--- src/rtl/display_sender.sv ---
// Transmit side of the four-slot display path: FIFO-buffers nonzero bytes and frames them onto inp/priem/SET.
// Optional build macro DISPLAY_SENDER_RR_EN selects round-robin slot choice instead of lowest free slot.
module display_sender #(
  parameter int unsigned HOLD  = 4,
  parameter int unsigned GAP   = 2,
  parameter int unsigned DEPTH = 4
) (
  input  logic       clk,
  input  logic       rst,
  input  logic       wr_en,
  input  logic [7:0] wr_data,
  output logic       wr_ready,
  input  logic [3:0] slot_full,
  output logic [7:0] inp,
  output logic       priem,
  output logic [3:0] SET,
  output logic       busy,
  output logic       drop_zero
);

  localparam int unsigned AW = (DEPTH > 1) ? $clog2(DEPTH) : 1;
  localparam int unsigned CW = AW + 1;

  localparam logic [1:0] S_IDLE    = 2'd0;
  localparam logic [1:0] S_DRIVE   = 2'd1;
  localparam logic [1:0] S_HOLDOFF = 2'd2;

  logic [1:0]    state;
  logic [3:0]    cnt;
  logic [7:0]    mem [DEPTH];
  logic [AW-1:0] rd_ptr;
  logic [AW-1:0] wr_ptr;
  logic [CW-1:0] count;
  logic [CW-1:0] count_next;
  logic          push;
  logic          pop;
  logic          start;
  logic [1:0]    base;
  logic [1:0]    pick_idx;
  logic          found;
  logic [3:0]    pick;

  assign push  = wr_en & wr_ready & (wr_data != 8'h00);
  assign pop   = (state == S_DRIVE) && (cnt == 4'd1);
  assign start = (state == S_IDLE) && (count != '0) && (slot_full != 4'b1111);
  assign busy  = (state != S_IDLE);

  always_comb begin
    count_next = count;
    if (push && !pop)
      count_next = count + CW'(1);
    else if (pop && !push)
      count_next = count - CW'(1);
  end

  always_ff @(posedge clk) begin
    if (push)
      mem[wr_ptr] <= wr_data;
  end

  // wr_ready tracks the post-edge count, so a write seen while it is low is dropped even if a pop coincides
  always_ff @(posedge clk or posedge rst) begin
    if (rst) begin
      rd_ptr    <= '0;
      wr_ptr    <= '0;
      count     <= '0;
      wr_ready  <= 1'b1;
      drop_zero <= 1'b0;
    end else begin
      if (push)
        wr_ptr <= wr_ptr + AW'(1);
      if (pop)
        rd_ptr <= rd_ptr + AW'(1);
      count     <= count_next;
      wr_ready  <= (count_next != CW'(DEPTH));
      drop_zero <= wr_en & (wr_data == 8'h00);
    end
  end

`ifdef DISPLAY_SENDER_RR_EN
  logic [1:0] rot;

  always_ff @(posedge clk or posedge rst) begin
    if (rst)
      rot <= '0;
    else if (start)
      rot <= pick_idx + 2'd1;
  end

  assign base = rot;
`else
  assign base = 2'd0;
`endif

  // Search the four slots starting at base, wrapping, first free slot wins
  always_comb begin
    pick_idx = '0;
    found    = 1'b0;
    for (int unsigned i = 0; i < 4; i++) begin
      if (!found && !slot_full[base + 2'(i)]) begin
        pick_idx = base + 2'(i);
        found    = 1'b1;
      end
    end
  end

  assign pick = 4'b0001 << pick_idx;

  always_ff @(posedge clk or posedge rst) begin
    if (rst) begin
      state <= S_IDLE;
      cnt   <= '0;
      inp   <= '0;
      priem <= 1'b0;
      SET   <= '0;
    end else begin
      case (state)
        S_IDLE: begin
          if (start) begin
            inp   <= mem[rd_ptr];
            SET   <= pick;
            priem <= 1'b1;
            cnt   <= 4'(HOLD);
            state <= S_DRIVE;
          end
        end
        S_DRIVE: begin
          if (cnt == 4'd1) begin
            priem <= 1'b0;
            cnt   <= 4'(GAP);
            state <= S_HOLDOFF;
          end else begin
            cnt <= cnt - 4'd1;
          end
        end
        S_HOLDOFF: begin
          if (cnt == 4'd1) begin
            inp   <= '0;
            SET   <= '0;
            cnt   <= '0;
            state <= S_IDLE;
          end else begin
            cnt <= cnt - 4'd1;
          end
        end
        default: begin
          inp   <= '0;
          SET   <= '0;
          priem <= 1'b0;
          cnt   <= '0;
          state <= S_IDLE;
        end
      endcase
    end
  end

endmodule

--- config.mk ---
export PLATFORM = sky130hd
export DESIGN_NAME = display_sender
export DESIGN_NICKNAME = d
export VERILOG_FILES = /design/src/rtl/display_sender.sv
export SDC_FILE = /design/constraint.sdc
export NUM_CORES = 1
export LEC_CHECK = 0
export ABC_AREA = 1
export CAP_MARGIN = 5
export CORE_MARGIN = 2
export CORE_UTILIZATION = 55
export DETAILED_ROUTE_END_ITERATION = 10
export PLACE_DENSITY = 0.84
export SETUP_SLACK_MARGIN = 0.3
export SYNTH_ARGS = -nofsm -noshare
export SYNTH_HDL_FRONTEND = slang
export SYNTH_SLANG_ARGS = --single-unit
--- constraint.sdc ---
create_clock -name clk -period 1.75 [get_ports clk]
set_input_delay 0.4375 -clock clk [delete_from_list [all_inputs] [get_ports clk]]
set_output_delay 0.4375 -clock clk [all_outputs]
set_load 0.01 [all_outputs]
Word-level counts from Yosys, hierarchy flattened

Memory sizes are Yosys's and may differ from the RTL's.
Index checks and enable logic that the tools add are counted.

Memories: 1
Bits in writable memories: 32
Input bits: 15
Output and inout port bits: 16
Bits in registers: 28

Reductions and logical operators: 23
Eq/ne operators: 8
$add $sub $neg: 5
Multiplexer cells: 27
Bitwise gates (word level): 5
Shift operators: 1

Memories:

| name | words | bits a word | rd ports | clocked after memory_dff | write ports | line | source |
|---|---|---|---|---|---|---|---|
| mem  | 4     | 8           | 1        | 0                        | 1           | 30   | `logic [7:0] mem [DEPTH];` |

Operators by type and width:

| operator                                                            | count |
|---|---|
| 4-bit one-hot mux with 3 select lines                               | 2 |
| 8-bit one-hot mux with 3 select lines                               | 1 |
| 4-bit 2-to-1 mux                                                    | 5 |
| 8-bit 2-to-1 mux                                                    | 2 |
| 2-bit 2-to-1 mux                                                    | 5 |
| 3-bit AND reduction                                                 | 3 |
| 1-bit logical AND                                                   | 8 |
| 8-bit logical NOT                                                   | 1 |
| 1-bit 2-to-1 mux                                                    | 8 |
| 8-bit nonzero test                                                  | 1 |
| 1-bit logical NOT                                                   | 7 |
| 3-bit 2-to-1 mux                                                    | 2 |
| 2-bit one-hot mux with 3 select lines                               | 1 |
| 2-bit by 1-bit adder with 2-bit output (second input constant)      | 2 |
| 4-bit by 1-bit == test with 1-bit output (second input constant)    | 1 |
| 2-bit != test (second input constant)                               | 2 |
| 4-bit != test (second input constant)                               | 1 |
| 1-bit by 2-bit << shifter with 4-bit output (first input constant)  | 1 |
| 4-bit by 1-bit subtractor with 4-bit output (second input constant) | 1 |
| 3-bit by 1-bit adder with 3-bit output (second input constant)      | 1 |
| 1-bit AND                                                           | 3 |
| 3-bit != test (second input constant)                               | 1 |
| 1-bit one-hot mux with 3 select lines                               | 1 |
| 3-bit nonzero test                                                  | 1 |
| 7 further kinds                                                     | 8 |

Depth between registers and ports, before layout

Gate-level depths: netlist (run 1).

Depth in word-level cells: 12
Gate-level depth with buffers: 10
Gate-level depth less buffers: 10

Worst setup path after synthesis (run 1)

No wires, ideal clock.

Kind: register to register
Start: reg wr_ready
End: mem mem[0][0] (enable)
Stages on the path, launching flop included: 5
Clock period less this slack: 1.601 ns
Buffers on the path: 0
Setup slack: 0.149 ns
Data arrival time: 1.231 ns
Cells stage by stage: dfstp_2 -> nand2_1 -> inv_1 -> o21ai_4 -> nor2_1

Longest elaborated chain between the ends: 4

Ends and longest elaborated chain:

| what                                   | line | source |
|---|---|---|
| start: declaration                     | 12   | `output logic wr_ready,` |
| start signal: assignment               | 75   | `wr_ready <= (count_next != CW'(DEPTH));` |
| 1-bit AND (2 in a row)                 | 43   | `assign push = wr_en & wr_ready & (wr_data != 8'h00);` |
| 1-bit 2-to-1 mux                       | 57   | `if (push)` |
| 1-bit 2-to-1 mux (not written as such) | 58   | `mem[wr_ptr] <= wr_data;` |
| end: declaration                       | 30   |  |

Every way passes these cells.

Worst setup path in the final report (run 1)

Start: reg state[1]
End: out busy

Longest elaborated chain between the ends: 1

Ends and longest elaborated chain:

| what                     | line | source |
|---|---|---|
| start: declaration       | 28   | `logic [1:0] state;` |
| start signal: assignment | 111  | `state <= S_IDLE;` |
| start signal: assignment | 124  | `state <= S_DRIVE;` |
| start signal: assignment | 131  | `state <= S_HOLDOFF;` |
| 2-bit nonzero test       | 46   | `assign busy = (state != S_IDLE);` |
| end: declaration         | 17   | `output logic busy,` |

Every way passes these cells.

==> impl_metrics.csv, run 1 <==
group,metric,value,unit
timing,report.final.setup_viol,0,
cts,clockBufferDepth,2,
global_routing,grt_pass1_wl,9170,um
drt,wl_per_cell,15.3,um
drt,drt-initial-drc-count,195,
worst_setup_path,critical_path.cell_chain,"nor2_4 > inv_4 > buf_6",
logic_synthesis,ys_types,31,
floorplan,start_util,57.6,%
worst_setup_path,crit_fanout,3,
cts,clock_sinks,60,
worst_setup_path,startpoint_type,"flip-flop",
drt,ant_nets,0,
outcome,status,"complete, no violations",
logic_synthesis,syn-num-nets,281,
drt,drc,0,
logic_synthesis,ys_ff_latch,60,
logic_synthesis,ys.warnings.count,0,
logic_synthesis,synth_edf_count,32,
worst_setup_path,required,1.31,ns
drt,vias,2086,
pwr,p_per_area,1800,mW/mm^2
placement,dp_hpwl,3970,um
floorplan,die_y,74.6,um
min_path,min_path_type,"in2reg",
floorplan,die_x,74.6,um
layout,stdcell_area,0.00374,sq mm
worst_setup_path,cp_slowest_cell,"dfrtp_1",
placement,dpl_cell_area,0.00323,sq mm
worst_setup_path,cp.arrival,1.06,ns
timing,rsz0062_at_grt,"yes",
placement,io_buffers,30,
worst_setup_path,crit_family,"flip-flops",
timing,drv_slew,0,
timing,hold_viol,0,
drt,dr.pass1.iters,4,
layout,final_nets,345,
cts,postCtsHoldBufs,0,
cts,cts_tree,"built",
layout,area_growth,36.5,%
logic_synthesis,seq_area_frac_synth,60.7,%
global_routing,grt_pass1_vias,1903,
drt,wirelength,6010,um
logic_synthesis,syn_avg_cell_area,10.7,sq um
layout,diodes,0,
layout,nFillCells,300,
drt,viasPerCell,5.31,
cts,cts.htree.levels,3,
floorplan,coreArea,0.00475,sq mm
timing,slew_headroom,70.7,%
logic_synthesis,async_flop_share,46.7,%
timing,layout_setup_ws,0.253,ns
worst_setup_path,slowest_delay,0.41,ns
placement,gp_congestion,0.895,
pwr,p_leak,1.65,nW
floorplan,io_pins,31,
cts,cts.reportedPaths.clkPinSlew,0.07,ns
run,maxCapViolCount,0,
cts,clkLatencyLatePin,0.34,ns
worst_setup_path,crit_path_end_kind,"output port",
layout,finish.utilization,78.6,%
timing,period_share,85.6,%
timing,clock_skew,0.00867,ns
logic_synthesis,syn_inst,257,
timing,fin_crit,1.50,ns
placement,dp_slack,-0.366,ns
worst_setup_path,path_class,"reg2out",
pwr,p_total,6.72,mW
global_routing,grtUsageTotal,23.3,%
timing,worst_pin_slew,0.438,ns
logic_synthesis,synth_area,0.00274,sq mm
global_routing,antenna_found_initial,0,
pwr,ir_worst_vdd,0.000811,V
floorplan,die_area,0.00556,sq mm
cts,cts_root_buffer,"clkbuf_8",
floorplan,core.rowCount,25,
timing,whs,0.376,ns
timing,max_freq,668,MHz
logic_synthesis,ys.flop_type,"edfxtp_1",
cts,numCtsBuffers,9,
worst_setup_path,path_buf_inv,2,
global_routing,grt_start_max_net_pins,29,
global_routing,grt_overflow_total,0,
layout,drive_gt1_share,32.8,%
[tightest hold or removal path: stages]
cell and delay (ns):
dlymetal6s2s_1 0.14, inv_1 0.05, nor2_1 0.05
[cells in the final DEF (no fill, tap or decap), drive strengths merged, types with 7 or more instances in the layout]
cell           synthesis  routed
a32o                   7       7
nor2                  24      24
dfrtp                 27      27
a21oi                 11      11
o21ai                 26      26
clkbuf                 0      16
clkdlybuf4s15          0      15
buf                    6      31
nand2                 63      63
inv                   28      28
ha                     9       9
nand3                 12      12
edfxtp                32      32
[power breakdown]
group          leakage, nW  total, mW  internal, mW  switching (mW)
Combinational        0.863       2.64          1.13            1.51
Sequential           0.639       2.24          1.94           0.302
Clock                0.147       1.84          1.28           0.566
Total                 1.65       6.72          4.35            2.37
[path summary, 6_finish.rpt]
check | start | endpoint | slack (ns) | cells after the start
min in group asynchronous | rst | wr_ptr[0] | 0.46 | 3
hold reg to reg | SET[3] | SET[3] | 0.48 | 2
setup / recovery | state[1] | busy | 0.25 | 3
hold / removal | wr_en | drop_zero | 0.38 | 3
max in group asynchronous | rst | wr_ready | 0.98 | 3
setup reg to reg | wr_ready | wr_ready | 0.26 | 11
[metrics by stage]
step / TNS [ns] / cells
after floorplan: 0 / 257
after global placement: -10.40 / 367
after detailed placement: -12.53 / 367
after CTS: 0 / 387
after global routing: 0 / 393
final: 0 / 393
[what timing repair did]
action                                  4_1_cts  5_1_grt
endpoints found under the setup margin       67       62
cloned                                        0        1
gates resized for setup                      47       81
pin swaps                                     8       21
buffers inserted                              4        5
[area by class of cell]
cell class	instances	area (sq um)	area share, %
flip-flops and latches	60	1660	44.5
multi-input cells	162	1060	28.5
repair buffers	59	514	13.8
clock inverters	6	159	4.25
clock buffers	10	138	3.68
inverters	29	115	3.08
well taps	67	83.8	2.24
[cell usage after synthesis (2+ instances only)]
| cell | n | area [sq um] |
|---|---|---|
| nand3_2 | 5 | 50.1 |
| buf_4 | 2 | 15.0 |
| buf_2 | 4 | 20.0 |
| a21oi_1 | 10 | 50.1 |
| o21ai_0 | 24 | 120 |
| edfxtp_1 | 32 | 961 |
| nor2_1 | 19 | 71.3 |
| ha_1 | 9 | 113 |
| nor2_2 | 3 | 18.8 |
| a31oi_1 | 2 | 12.5 |
| inv_1 | 24 | 90.1 |
| nand2_2 | 3 | 18.8 |
| nand2_1 | 59 | 221 |
| nor2_4 | 2 | 22.5 |
| a32o_1 | 7 | 70.1 |
| nand3_4 | 2 | 35.0 |
| inv_2 | 4 | 15.0 |
| o31ai_1 | 2 | 15.0 |
| dfrtp_1 | 27 | 676 |
| nand3_1 | 5 | 25.0 |
| xor2_1 | 2 | 17.5 |
[routing by layer]
layer  vias up  track usage, %  routed length, um
met4         0            12.5                 72
met1       991            30.7               2470
met2        91            34.8               3030
met5         -               0                  0
li1        998               -                  -
met3         6            6.91                437
[logic make-up after synthesis]
family / Yosys count / share of synthesized area [%]
compound gates: 49 / 11.2
xor+xnor: 3 / 0.960
fa+ha+maj: 9 / 4.11
buf+inv: 35 / 5.30
flops: 60 / 60.7
simple gates: 101 / 17.7
[registers in the layout, summed over array words and instances (netlist names)]
signal	cells
mem	32
state	2
inp	8
drop_zero	1
SET	4
priem	1
count	3
cnt	4
wr_ptr	2
rd_ptr	2
wr_ready	1
No activity file was read; power rests on OpenSTA's default activity.
==> run 2: changes to the inputs <==
--- a/config.mk
+++ b/config.mk
@@ -6,6 +6,7 @@
 export NUM_CORES = 1
 export LEC_CHECK = 0
 export ABC_AREA = 1
+export ABC_CLOCK_PERIOD_IN_PS = 1750
 export CAP_MARGIN = 5
 export CORE_MARGIN = 2
 export CORE_UTILIZATION = 55
==> results of run 2 <==
Same layout as run 1: the final DEF is identical, and so are final timing and power.
==> run 3: changes to the inputs <==
--- a/config.mk
+++ b/config.mk
@@ -8,8 +8,11 @@
 export ABC_AREA = 1
 export ABC_CLOCK_PERIOD_IN_PS = 1750
 export CAP_MARGIN = 5
-export CORE_MARGIN = 2
-export CORE_UTILIZATION = 55
+export CELL_PAD_IN_SITES_DETAIL_PLACEMENT = 0
+export CELL_PAD_IN_SITES_GLOBAL_PLACEMENT = 2
+export CORE_MARGIN = 5
+export CORE_UTILIZATION = 36
+export CTS_CLUSTER_DIAMETER = 80
 export DETAILED_ROUTE_END_ITERATION = 10
 export PLACE_DENSITY = 0.84
 export SETUP_SLACK_MARGIN = 0.3
==> run 3 against run 2 <==
Sequential power about the same; setup slack lost 0.0048 ns; sequential share of layout area is 0.55 points lower; fmax shrank 0.32%; non-clock buffer count grew 7; flip-flop and latch count unchanged; first-iteration DRC count decreased by 66%; global-route usage is 11 points lower; via count shrank 1.2%; clock skew is 0.0057 ns lower; die area grew 70%; critical path type unchanged; critical endpoint unchanged; largest power group unchanged.
==> impl_metrics.csv, run 3 (synthesized netlist as in run 1, its figures left out) <==
group,metric,value,unit
cts,cts.reportedPaths.clkPinSlew,0.07,ns
cts,cts.htree.levels,3,
drt,viasPerCell,4.76,
drt,vias,2062,
timing,slew_headroom,70.7,%
layout,final_cell_mix,"51 x nand2_1, 32 x edfxtp_1, 28 x buf_4",
drt,dr.pass1.iters,4,
pwr,switchingPower,2.38,mW
timing,report.final.setup_viol,0,
layout,layout_commonest_cell,"nand2_1",
worst_setup_path,cp.arrival,1.06,ns
layout,drive_gt1_share,32.0,%
global_routing,grt_start_max_net_pins,29,
min_path,min_path_type,"in2async",
layout,finish.utilization,51.7,%
timing,max_freq,666,MHz
global_routing,grtUsageTotal,12.7,%
layout,seq_area,0.00167,sq mm
worst_setup_path,startpoint_type,"flip-flop",
timing,rsz0062_at_grt,"yes",
layout,area_growth,38.4,%
cts,cts_root_buffer,"clkbuf_8",
pwr,combPwrFrac,41.5,%
timing,fin_crit,1.50,ns
layout,multi_input_area,0.00105,sq mm
drt,wirelength,5860,um
timing,hold_viol,0,
worst_setup_path,crit_path_end_kind,"output port",
cts,clkLatencyLatePin,0.34,ns
placement,io_buffers,30,
cts,cts_tree,"built",
floorplan,start_util,37.3,%
floorplan,core.rowCount,31,
pwr,p_per_area,1710,mW/mm^2
cts,numCtsBuffers,9,
cts,clockBufferDepth,2,
timing,period_share,85.8,%
timing,clock_skew,0.00294,ns
pwr,sw_frac_of_total,36.8,%
pwr,ir_worst_vdd,0.000597,V
cts,clock_sinks,60,
floorplan,die_y,97.2,um
worst_setup_path,worst-r2r-setup-slack,0.26,ns
floorplan,die_x,97.2,um
run,maxCapViolCount,0,
pwr,clkPwrFrac,23.9,%
pwr,p_int,4.10,mW
layout,diodes,0,
worst_setup_path,required,1.31,ns
cts,postCtsHoldBufs,0,
drt,drt-initial-drc-count,66,
outcome,status,"complete, no violations",
layout,top_register,"mem",
pwr,p_leak,1.66,nW
floorplan,die_area,0.00945,sq mm
pwr,p_total,6.49,mW
floorplan,coreArea,0.00733,sq mm
drt,wl_per_cell,13.5,um
placement,gp_congestion,0.748,
worst_setup_path,crit_fanout,4,
global_routing,grt_overflow_total,0,
placement,dp_hpwl,4000,um
drt,drc,0,
timing,worst_pin_slew,0.440,ns
global_routing,antenna_found_initial,0,
layout,largestRegisters,"mem: 32 flops, inp: 8 flops",
pwr,power_frac_seq,34.6,%
floorplan,io_pins,31,
global_routing,grt_pass1_vias,1932,
layout,final_nets,353,
timing,drv_slew,0,
worst_setup_path,path_class,"reg2out",
global_routing,grt_pass1_wl,9470,um
drt,ant_nets,0,
layout,nFillCells,684,
layout,largest_reg_flops,32,
## run 3: cell types whose count changed in the layout (fill, tap and decap cells not counted), sizes merged, moves of 2 or more
cell,change
buf,+7
bufinv,-2
clkbuf,-6
clkdlybuf4s15,-3
dlygate4sd2,+9
inv,+2
## run 3: what timing repair did
| item | 4_1_cts | 5_1_grt |
|---|---|---|
| endpoints found under the setup margin | 67 | 62 |
| cloned | 0 | 2 |
| setup buffers | 5 | 12 |
| pin swaps | 5 | 19 |
| gates resized for setup | 48 | 66 |
## run 3: per-stage QoR
stage	setup WS (ns)	std cells	area (sq um)	setup TNS (ns)	hold WS [ns]
finish	0.248	433	3790	0	0.457
global route	0.177	433	3790	0	0.456
CTS	0.0783	419	3560	0	0.459
detailed placement	-0.432	398	3260	-14.70	0.480
global placement	-0.371	398	3260	-12.73	0.472
floorplan	0.149	257	2740	0	0.463
## run 3: power groups by stage
stage | sequential (mW) | clock (mW) | combinational, mW
2_1_floorplan | 2.23 | 0 | 1.48
3_3_place_gp | 2.26 | 0 | 2.16
3_5_place_dp | 2.26 | 0 | 2.20
4_1_cts | 2.23 | 1.57 | 2.23
5_1_grt | 2.30 | 1.65 | 3.00
6_report | 2.24 | 1.55 | 2.69
## run 3: area by class of cell
class,count,area share (%)
tap,99,3.27
timing repair buffer,66,15.5
inverter,29,3.07
clock inverter,7,3.27
multi-input combinational,163,27.6
clock buffer,9,3.27
sequential,60,43.9
## run 3: final timing paths
path                              start        to  cells after the start
setup / recovery               state[0]      busy                      3
hold / removal                      rst    cnt[3]                      3
setup reg to reg               count[0]    inp[2]                      7
hold reg to reg                  SET[3]    SET[3]                      2
max in group asynchronous           rst  wr_ready                      3
min in group clk           slot_full[0]    SET[1]                      3
## run 3: critical path, cell delays in order, from the launching register on
cell and delay [ns]:
dfrtp_1 0.41, nor2_4 0.14, inv_4 0.06, buf_6 0.11
## run 3: routing by layer
metal	vias to the layer above	wire (um)	GRT usage (%)
met3	11	360	3.23
met2	57	2730	18.1
met1	973	2660	17.7
li1	1021	-	-
met4	0	112	6.48
met5	-	0	0
